===== config.mk =====
export PLATFORM = sky130hd
export DESIGN_NAME = dmem_arbiter
export DESIGN_NICKNAME = d
export VERILOG_FILES = /design/src/rtl/dmem_arb_pkg.sv /design/src/rtl/dmem_arbiter_rr_arb2.sv /design/src/rtl/dmem_arbiter.sv
export SDC_FILE = /design/constraint.sdc
export NUM_CORES = 1
export LEC_CHECK = 0
export CORE_AREA = 2 2 207 209
export DETAILED_ROUTE_END_ITERATION = 8
export DIE_AREA = 0 0 209 211
export PLACE_DENSITY = 0.62
export SLEW_MARGIN = 20
export SYNTH_ARGS = -nofsm -noshare
export SYNTH_HDL_FRONTEND = slang
export SYNTH_SLANG_ARGS = --single-unit

===== constraint.sdc =====
create_clock -name clk -period 5.45 [get_ports clk]
set_input_delay 1.09 -clock clk [delete_from_list [all_inputs] [get_ports clk]]
set_output_delay 1.09 -clock clk [all_outputs]
set_load 0.05 [all_outputs]

===== src/rtl/dmem_arb_pkg.sv =====
// Shared types and decode helpers for the two-port data-memory arbiter.
package dmem_arb_pkg;

  typedef enum logic [1:0] {
    StIdle,
    StAccess,
    StResp
  } state_e;

  // RISC-V funct3 load/store size codes
  typedef enum logic [2:0] {
    SizeB   = 3'b000,
    SizeH   = 3'b001,
    SizeW   = 3'b010,
    SizeD   = 3'b011,
    SizeBu  = 3'b100,
    SizeHu  = 3'b101,
    SizeWu  = 3'b110,
    SizeIll = 3'b111
  } size_e;

  function automatic logic [7:0] size_to_be(input logic [2:0] size);
    logic [7:0] be;
    unique case (size[1:0])
      2'b00:   be = 8'h01;
      2'b01:   be = 8'h03;
      2'b10:   be = 8'h0F;
      default: be = 8'hFF;
    endcase
    return be;
  endfunction

  // size[2] selects zero extension; otherwise the top loaded bit is replicated
  function automatic logic [63:0] load_extend(input logic [2:0] size, input logic [63:0] data);
    logic [63:0] res;
    logic        sx;
    sx = ~size[2];
    unique case (size[1:0])
      2'b00:   res = {{56{sx & data[7]}}, data[7:0]};
      2'b01:   res = {{48{sx & data[15]}}, data[15:0]};
      2'b10:   res = {{32{sx & data[31]}}, data[31:0]};
      default: res = data;
    endcase
    return res;
  endfunction

endpackage


===== src/rtl/dmem_arbiter_rr_arb2.sv =====
// Two-requester round-robin picker; the last-grant history is held by the caller.
module rr_arb2 (
  input  logic [1:0] req,
  input  logic       last_gnt,
  input  logic       en,
  output logic [1:0] gnt
);

  always_comb begin
    gnt = 2'b00;
    if (en) begin
      unique case (req)
        2'b01:   gnt = 2'b01;
        2'b10:   gnt = 2'b10;
        2'b11:   gnt = last_gnt ? 2'b01 : 2'b10;
        default: gnt = 2'b00;
      endcase
    end
  end

endmodule


===== src/rtl/dmem_arbiter.sv =====
// Round-robin arbiter and one-access sequencer sharing dmem between the LSU and debug ports.
module dmem_arbiter
  import dmem_arb_pkg::*;
#(
  parameter int unsigned MEM_SIZE = 4096
) (
  input  logic        clk,
  input  logic        rst,
  input  logic [1:0]  req_i,
  input  logic [1:0]  we_i,
  input  logic [63:0] addr_i [2],
  input  logic [63:0] wdata_i [2],
  input  logic [2:0]  size_i [2],
  output logic [1:0]  gnt_o,
  output logic [1:0]  rvalid_o,
  output logic [63:0] rdata_o,
  output logic        err_o,
  output logic [63:0] mem_addr_o,
  output logic [63:0] mem_wdata_o,
  output logic [7:0]  mem_byte_en_o,
  output logic        mem_wen_o,
  input  logic [63:0] mem_rdata_i
);

  state_e      r_state, w_state_next;
  logic        r_last_gnt;
  logic        r_port;
  logic        r_we;
  logic [63:0] r_addr;
  logic [63:0] r_wdata;
  logic [2:0]  r_size;
  logic [1:0]  r_rvalid;
  logic [63:0] r_rdata;
  logic        r_err;

  logic        w_en;
  logic [1:0]  w_gnt;
  logic        w_sel;
  logic [3:0]  w_nbytes;
  logic [2:0]  w_mask;
  logic [64:0] w_end;
  logic        w_misalign, w_oor, w_illegal, w_err;

  // Arbitration is suppressed while reset is held so no grant is shown for a dropped capture
  assign w_en  = ~rst & ((r_state == StIdle) | (r_state == StResp));
  assign w_sel = w_gnt[1];

  rr_arb2 u_rr_arb2 (
    .req      (req_i),
    .last_gnt (r_last_gnt),
    .en       (w_en),
    .gnt      (w_gnt)
  );

  assign gnt_o = w_gnt;

  assign w_nbytes   = 4'd1 << r_size[1:0];
  assign w_mask     = 3'(w_nbytes - 4'd1);
  assign w_misalign = |(r_addr[2:0] & w_mask);
  assign w_end      = {1'b0, r_addr} + {61'd0, w_nbytes};
  assign w_oor      = w_end > 65'(MEM_SIZE);
  assign w_illegal  = (r_size == SizeIll) | (r_we & r_size[2]);
  assign w_err      = w_misalign | w_oor | w_illegal;

  always_comb begin
    w_state_next = r_state;
    unique case (r_state)
      StIdle:   if (|w_gnt) w_state_next = StAccess;
      StAccess: w_state_next = StResp;
      StResp:   w_state_next = (|w_gnt) ? StAccess : StIdle;
      default:  w_state_next = StIdle;
    endcase
  end

  always_comb begin
    mem_addr_o    = '0;
    mem_wdata_o   = '0;
    mem_byte_en_o = '0;
    mem_wen_o     = 1'b0;
    if ((r_state == StAccess) && !w_err) begin
      mem_addr_o    = r_addr;
      mem_wdata_o   = r_wdata;
      mem_byte_en_o = size_to_be(r_size);
      mem_wen_o     = r_we;
    end
  end

  always_ff @(posedge clk) begin
    if (rst) begin
      r_state    <= StIdle;
      r_last_gnt <= 1'b1;
      r_port     <= 1'b0;
      r_we       <= 1'b0;
      r_addr     <= '0;
      r_wdata    <= '0;
      r_size     <= '0;
      r_rvalid   <= '0;
      r_rdata    <= '0;
      r_err      <= 1'b0;
    end else begin
      r_state  <= w_state_next;
      r_rvalid <= '0;
      r_rdata  <= '0;
      r_err    <= 1'b0;
      if (|w_gnt) begin
        r_last_gnt <= w_sel;
        r_port     <= w_sel;
        r_we       <= we_i[w_sel];
        r_addr     <= addr_i[w_sel];
        r_wdata    <= wdata_i[w_sel];
        r_size     <= size_i[w_sel];
      end
      if (r_state == StAccess) begin
        r_rvalid <= r_port ? 2'b10 : 2'b01;
        r_err    <= w_err;
        r_rdata  <= (w_err | r_we) ? '0 : load_extend(r_size, mem_rdata_i);
      end
    end
  end

  assign rvalid_o = r_rvalid;
  assign rdata_o  = r_rdata;
  assign err_o    = r_err;

endmodule


## Word-level counts from Yosys, hierarchy flattened

Index checks and enable logic that the tools add are counted.

- Word-level logic and storage cells: 72
- Bits of input ports: 332
- Output and inout port bits: 206
- Flip-flop bits (word level): 203

- Bitwise logic cells: 15
- $add $sub $neg: 2
- Magnitude comparators: 3
- Equal/unequal tests: 9
- Muxes and demuxes: 24
- Reductions and logical operators: 8
- Shift operators: 1

Operator list:

| kind | count |
|---|---|
| 64-bit 2-to-1 mux | 8 |
| 64-bit one-hot mux with 3 select lines | 1 |
| 64-bit by 4-bit adder with 65-bit output | 1 |
| 65-bit by 13-bit greater-than comparator with 1-bit output (second input constant) | 1 |
| 8-bit one-hot mux with 3 select lines | 1 |
| 2-bit one-hot mux with 3 select lines | 2 |
| 3-bit 2-to-1 mux | 3 |
| 2-bit == test (second input constant) | 4 |
| 2-bit 2-to-1 mux | 4 |
| 8-bit 2-to-1 mux | 1 |
| 2-bit by 1-bit == test with 1-bit output (second input constant) | 3 |
| 3-bit OR reduction | 2 |
| 1-bit bitwise AND | 5 |
| 1-bit OR | 5 |
| 2-bit logical NOT | 2 |
| 1-bit 2-to-1 mux | 4 |
| 2-bit OR reduction | 2 |
| 1-bit by 2-bit << shifter with 4-bit output (first input constant) | 1 |
| 3-bit bitwise AND | 1 |
| 3-bit == test (second input constant) | 1 |
| 1-bit inverter | 3 |
| 3-bit by 1-bit subtractor with 3-bit output (second input constant) | 1 |
| 2-bit >= comparator (second input constant) | 1 |
| 1-bit by 2-bit less-than comparator with 1-bit output (second input constant) | 1 |
| other kinds (4) | 4 |

## Logic depth before layout (Yosys ltp)

- Depth after elaboration: 9
- Depth in mapped cells: 16
- Gate-level depth less buffers: 11

## By module

From an unflattened synthesis, not the netlist that was laid out.

- Cell total of the unflattened synthesis: 1607
- Area, all modules: 12837.3 µm²

Modules (own cells, without submodules):

| module | seq. area each (µm²) | cells each | instances | area an instance (µm²) |
|---|---|---|---|---|
| dmem_arbiter | 4063.9 | 1602 | 1 | 12816.0 |
| rr_arb2 | 0.0 | 5 | 1 | 21.3 |

## Worst setup path after synthesis

Ideal clock, no wire load.

- Path type: register -> output
- From: register r_size[1]
- To: output mem_byte_en_o[0]
- Buffers on the path: 4
- Cell stages (with the launch flop): 15
- Arrival time: 4.831 ns
- Data required time: 4.360 ns
- Setup slack: -0.471 ns
- Cells stage by stage: dfxtp_1 clkbuf_1 nor2_1 ha_1 nand2_1 o32a_1 o21a_1 buf_2 nor4_1 mux2i_1 nand4_1 or4_4 buf_4 buf_4 nor4_1

- Longest elaborated chain between the ends: 9
- Elaborated cells between the ends (all ways): 13
- Classes of those cells: add/sub (2); order compare (1); eq/ne (1); shift (1); mux (1); bitwise (4); reduce/logical (3)

Ends and longest elaborated chain:

| what | line | source |
|---|---|---|
| start, declared | dmem_arbiter.sv:31 | `logic [2:0] r_size;` |
| start signal, assigned | dmem_arbiter.sv:111 | `r_size <= size_i[w_sel];` |
| branches (longest 5 deep; another with 64-bit by 4-bit adder with 65-bit output) | -- |  |
| 1-bit OR (*) | dmem_arbiter.sv:63 | `assign w_err = w_misalign \| w_oor \| w_illegal;` |
| 1-bit logical NOT (*) | dmem_arbiter.sv:80 | `if ((r_state == StAccess) && !w_err) begin` |
| 1-bit logical AND (*) | dmem_arbiter.sv:80 |  |
| 8-bit 2-to-1 mux (*) | dmem_arbiter.sv:80 |  |
| end, declared | dmem_arbiter.sv:20 | `output logic [7:0] mem_byte_en_o,` |

Mark *: on every way between the ends.

## Final worst setup path

- From: register r_size[1]
- To: output mem_addr_o[11]

- Longest elaborated chain between the ends: 9
- Elaborated cells between the ends (all ways): 13
- Classes of those cells: add/sub (2); order compare (1); eq/ne (1); shift (1); mux (1); bitwise (4); reduce/logical (3)

Ends and longest elaborated chain:

| what | line | source |
|---|---|---|
| branches (longest 5 deep; another with 64-bit by 4-bit adder with 65-bit output) | -- |  |
| 1-bit OR (*) | dmem_arbiter.sv:63 |  |
| 1-bit logical NOT (*) | dmem_arbiter.sv:80 |  |
| 1-bit logical AND (*) | dmem_arbiter.sv:80 |  |
| 64-bit 2-to-1 mux (*) | dmem_arbiter.sv:80 |  |
| end, declared | dmem_arbiter.sv:18 | `output logic [63:0] mem_addr_o,` |

Marks and branches as above.

==> run summary <==
Counting stages on the worst path, the most repeated cell is sky130_fd_sc_hd__buf_12. The clock skew is 0.0133 ns. The maximum frequency from static timing analysis came out at 187 MHz.

Using the TritonRoute via totals, the vias-per-cell ratio works out to 5.40. The count of standard-cell rows is 75. The worst reg-to-reg setup slack came out at 1.32 ns. The power per standard cell area is 213 mW/mm2.

The number of flip-flops and latches in the synthesized netlist came out at 203. The largest individual stage delay along the critical path comes from the cell sky130_fd_sc_hd__o41ai_2. The cell area reported after detailed placement is 0.0186 mm2.

The total power of the final layout came out at 4.49 mW. In the final routed layout, each cell accounts on average for 21.5 um. The largest voltage drop on the vdd net came out at 0.177 mV. In the routed design, unresolved DRC markers number 0. The reg-to-reg critical path startpoint is r_size[1]$_SDFFE_PP0P_. The capture point of the worst reg-to-reg path is rdata_o[59]$_SDFF_PP0_.

The number of antenna violations at the first check in global routing came to 10. In the synthesized netlist, the number of instances is 1668. Leaving out fill and tap cells, the most frequent cell in the layout is sky130_fd_sc_hd__nand2_1.

The count of buffers inserted at the top-level ports came out at 486. The first element of the critical path is r_size[1]$_SDFFE_PP0P_. Clock tree synthesis selected as its root buffer the cell sky130_fd_sc_hd__clkbuf_16. The path class of the tightest hold or removal check is flop to flop.

The sequential cell area fraction in the yosys report came out at 31.7%. The number of clock buffers added by TritonCTS is 25. The number of cells on the worst reg-to-reg path is 14. The via count of the first global-routing pass is 13600. Global routing used 23.7% of the available tracks across all layers. The first-pass iteration count of the detailed router is 6. The number of pins exceeding their max-slew limit in the final report was 0. CTS built an H-tree with a depth of 1.

The top flip-flop cell by instance count after synthesis is sky130_fd_sc_hd__dfxtp_1. The number of hold violations in the final report is 0. From left edge to right edge, the die measures 209 um. The finished cells cover 0.0211 mm2. The delay of the slowest cell on the worst path is 0.39 ns. Setup slack on the critical path of the routed design comes to 0.101 ns.

The critical path endpoint category is a primary output. The proportion of register bits with asynchronous set or reset after synthesis is 0%. The worst slack at placement came out at 0.281 ns. The critical path start-end classification is flop to primary output. The number of max-cap violations came out at 0. The data arrival at the endpoint of the critical path is 4.26 ns. The later pin in the worst-skew pair is clocked with a latency of 0.55 ns.

The count of antenna-violating nets left after detailed routing is 0. For this block, the via count after detailed routing is 14300. The global-route wire length before repair is 82100 um. The placed wire-length estimate after detailed placement came out at 37600 um. The area of the die is 0.0441 mm2. The final layout contains 2414 nets. The share of final-layout standard cells stronger than drive strength 1 came out at 18.2%. The number of different library cells in the post-synthesis netlist is 69. The die is 211 um tall. The number of DRC violations after detailed-routing iteration 0 came out at 942. The number of buffers on the longest clock path is 3. The number of synthesized flops with an enable pin came out at 0. The number of clock sinks is 203.

The synthesized netlist occupies a cell area of 0.0128 mm2. Setup repair after global routing could not meet its margin everywhere. The clock slew seen by the registers of the worst setup and hold paths came out at 0.06 ns. The static leakage power is 8.15 nW.

The run finished with clean final reports. The library cells used most frequently in the layout, excluding fill and tap cells, are sky130_fd_sc_hd__nand2_1 (438), sky130_fd_sc_hd__clkdlybuf4s50_1 (398), sky130_fd_sc_hd__dfxtp_1 (200). The congestion estimate from routability-driven global placement came to 0.920. The CTS tree is yes.

STA classifies the critical path startpoint as a flop. The mean post-synth cell area is 7.69 um2. The maximum fanout encountered on the critical timing path came out at 18. The part of the cycle the worst path needs came out at 98.2%. The post-synthesis to final-layout area growth is 64.5%.

The worst path needs 5.35 ns of the cycle, external delays included. The number of top-level pins came out at 538. Walking the worst path, the cells encountered are nand2b_4 -> xnor2_4 -> ha_4 -> buf_4 -> mux2i_1 -> or3_1 -> a221o_1 -> a311o_1 -> o41ai_2 -> nand4_1 -> buf_12 -> bufbuf_16 -> nor4_4 -> buf_12. The critical path ends at mem_addr_o[11]. The hold buffer count at cts is 0. Entering global routing, the biggest net connects 129 pins. In this run the tightest slew margin relative to its limit is 26.9%.

The core box area came out at 0.0418 mm2. The sum of overflow across all layers after global routing came out at 0. Setup violations remaining at the end of the flow were counted as 0.

The transition time of the tightest slew-check pin is 1.09 ns. The data required time of the critical path is 4.36 ns. Wires add up to 56800 um. The initial cell density of the core came out at 30.7%.

The number of warning messages in the yosys log came out at 0.
[worst min path at each step]
stage | slack (ns) | startpoint | end | depth (start not counted)
5_1_grt | 0.44 | r_port$_SDFFE_PP0P_ | rvalid_o[0]$_SDFF_PP0_ | 1
2_1_floorplan | 0.39 | r_port$_SDFFE_PP0P_ | rvalid_o[0]$_SDFF_PP0_ | 1
6_report | 0.41 | r_port$_SDFFE_PP0P_ | rvalid_o[0]$_SDFF_PP0_ | 1
4_1_cts | 0.42 | r_port$_SDFFE_PP0P_ | rvalid_o[0]$_SDFF_PP0_ | 1
3_3_place_gp | 0.41 | r_port$_SDFFE_PP0P_ | rvalid_o[0]$_SDFF_PP0_ | 1
3_5_place_dp | 0.41 | r_port$_SDFFE_PP0P_ | rvalid_o[0]$_SDFF_PP0_ | 1
[stage by stage]
| step | std cells | setup TNS, ns | util (%) | hold slack [ns] |
|---|---|---|---|---|
| 6_report | 2641 | 0 | 50.5 | 0.412 |
| 5_1_grt | 2640 | -0.0404 | 50.5 | 0.436 |
| 4_1_cts | 2610 | 0 | 49.0 | 0.416 |
| 3_5_place_dp | 2547 | 0 | 44.5 | 0.406 |
| 3_3_place_gp | 2547 | 0 | 44.5 | 0.405 |
| 2_1_floorplan | 1718 | 0 | - | 0.394 |
[metal layers]
layer	track usage (%)	wire, um
met1	29.8	23300
met2	39.8	27200
met3	4.64	4030
met4	10.0	2250
met5	0	27
[where the power goes]
part	switching, mW	internal (mW)
clock network	0.690	0.957
registers	0.111	1.57
logic	0.661	0.499
total	1.46	3.03
[cells by family after synthesis]
group | Yosys count | share of synthesized area, %
AOI/OAI and AO/OA | 230 | 14.0
xor gates and xnor gates | 29 | 1.98
adders and majority gates | 4 | 0.390
buffers and inverters | 240 | 9.81
DFF | 203 | 31.7
muxes | 10 | 0.791
other | 1 | 0.0293
and+or+nand+nor | 951 | 41.3
[registers in the layout (all words and copies together), names as in the netlist]
| register | cells |
|---|---|
| r_addr | 64 |
| r_we | 1 |
| r_wdata | 64 |
| r_size | 3 |
| rvalid_o | 2 |
| r_state | 2 |
| r_port | 1 |
| r_last_gnt | 1 |
| rdata_o | 64 |
| err_o | 1 |
[cell type report]
type | count | area (um2)
fill | 3891 | 20700
multi-input combinational | 1275 | 8590
timing repair buffer | 559 | 6880
sequential | 203 | 4070
clock buffer | 34 | 709
tap | 539 | 674
clock inverter | 9 | 85.1
inverter | 14 | 55.1
antenna | 8 | 20.0
[cell usage after synthesis, types with 6 or more instances]
| library cell | instances | area [um2] |
|---|---|---|
| sky130_fd_sc_hd__a21oi_1 | 6 | 30.0 |
| sky130_fd_sc_hd__a311oi_1 | 133 | 1160 |
| sky130_fd_sc_hd__and3_1 | 40 | 250 |
| sky130_fd_sc_hd__and4_1 | 7 | 61.3 |
| sky130_fd_sc_hd__buf_2 | 36 | 180 |
| sky130_fd_sc_hd__buf_4 | 60 | 450 |
| sky130_fd_sc_hd__buf_6 | 11 | 124 |
| sky130_fd_sc_hd__clkbuf_1 | 112 | 420 |
| sky130_fd_sc_hd__dfxtp_1 | 203 | 4060 |
| sky130_fd_sc_hd__inv_1 | 13 | 48.8 |
| sky130_fd_sc_hd__mux2i_1 | 9 | 90.1 |
| sky130_fd_sc_hd__nand2_1 | 438 | 1640 |
| sky130_fd_sc_hd__nand2b_1 | 7 | 43.8 |
| sky130_fd_sc_hd__nand3_1 | 31 | 155 |
| sky130_fd_sc_hd__nand4_1 | 36 | 225 |
| sky130_fd_sc_hd__nor2_1 | 162 | 608 |
| sky130_fd_sc_hd__nor2b_1 | 10 | 62.6 |
| sky130_fd_sc_hd__nor3_1 | 24 | 120 |
| sky130_fd_sc_hd__nor4_1 | 30 | 188 |
| sky130_fd_sc_hd__nor4_2 | 131 | 1640 |
| sky130_fd_sc_hd__o21ai_0 | 47 | 235 |
| sky130_fd_sc_hd__or2_2 | 8 | 50.1 |
| sky130_fd_sc_hd__xnor2_1 | 17 | 149 |
| sky130_fd_sc_hd__xor2_1 | 12 | 105 |
[critical path, delay by kind of cell (launching register included)]
| family | cells | cell delay [ns] |
|---|---|---|
| AOI/OAI and AO/OA | 3 | 1.01 |
| xor gates and xnor gates | 1 | 0.13 |
| adders and majority gates | 1 | 0.18 |
| buffers and inverters | 4 | 0.85 |
| DFF | 1 | 0.37 |
| muxes | 1 | 0.11 |
| and+or+nand+nor | 4 | 1.05 |
[what timing repair did]
| item | CTS | global route |
|---|---|---|
| endpoints found under the hold margin | 0 | 0 |
| resized for setup | 92 | 41 |
| setup buffers | 10 | 15 |
| setup endpoints to repair | 86 | 86 |
| pin swaps | 49 | 19 |
| gates cloned | 10 | 8 |
No activity file was read; power rests on OpenSTA's default activity.
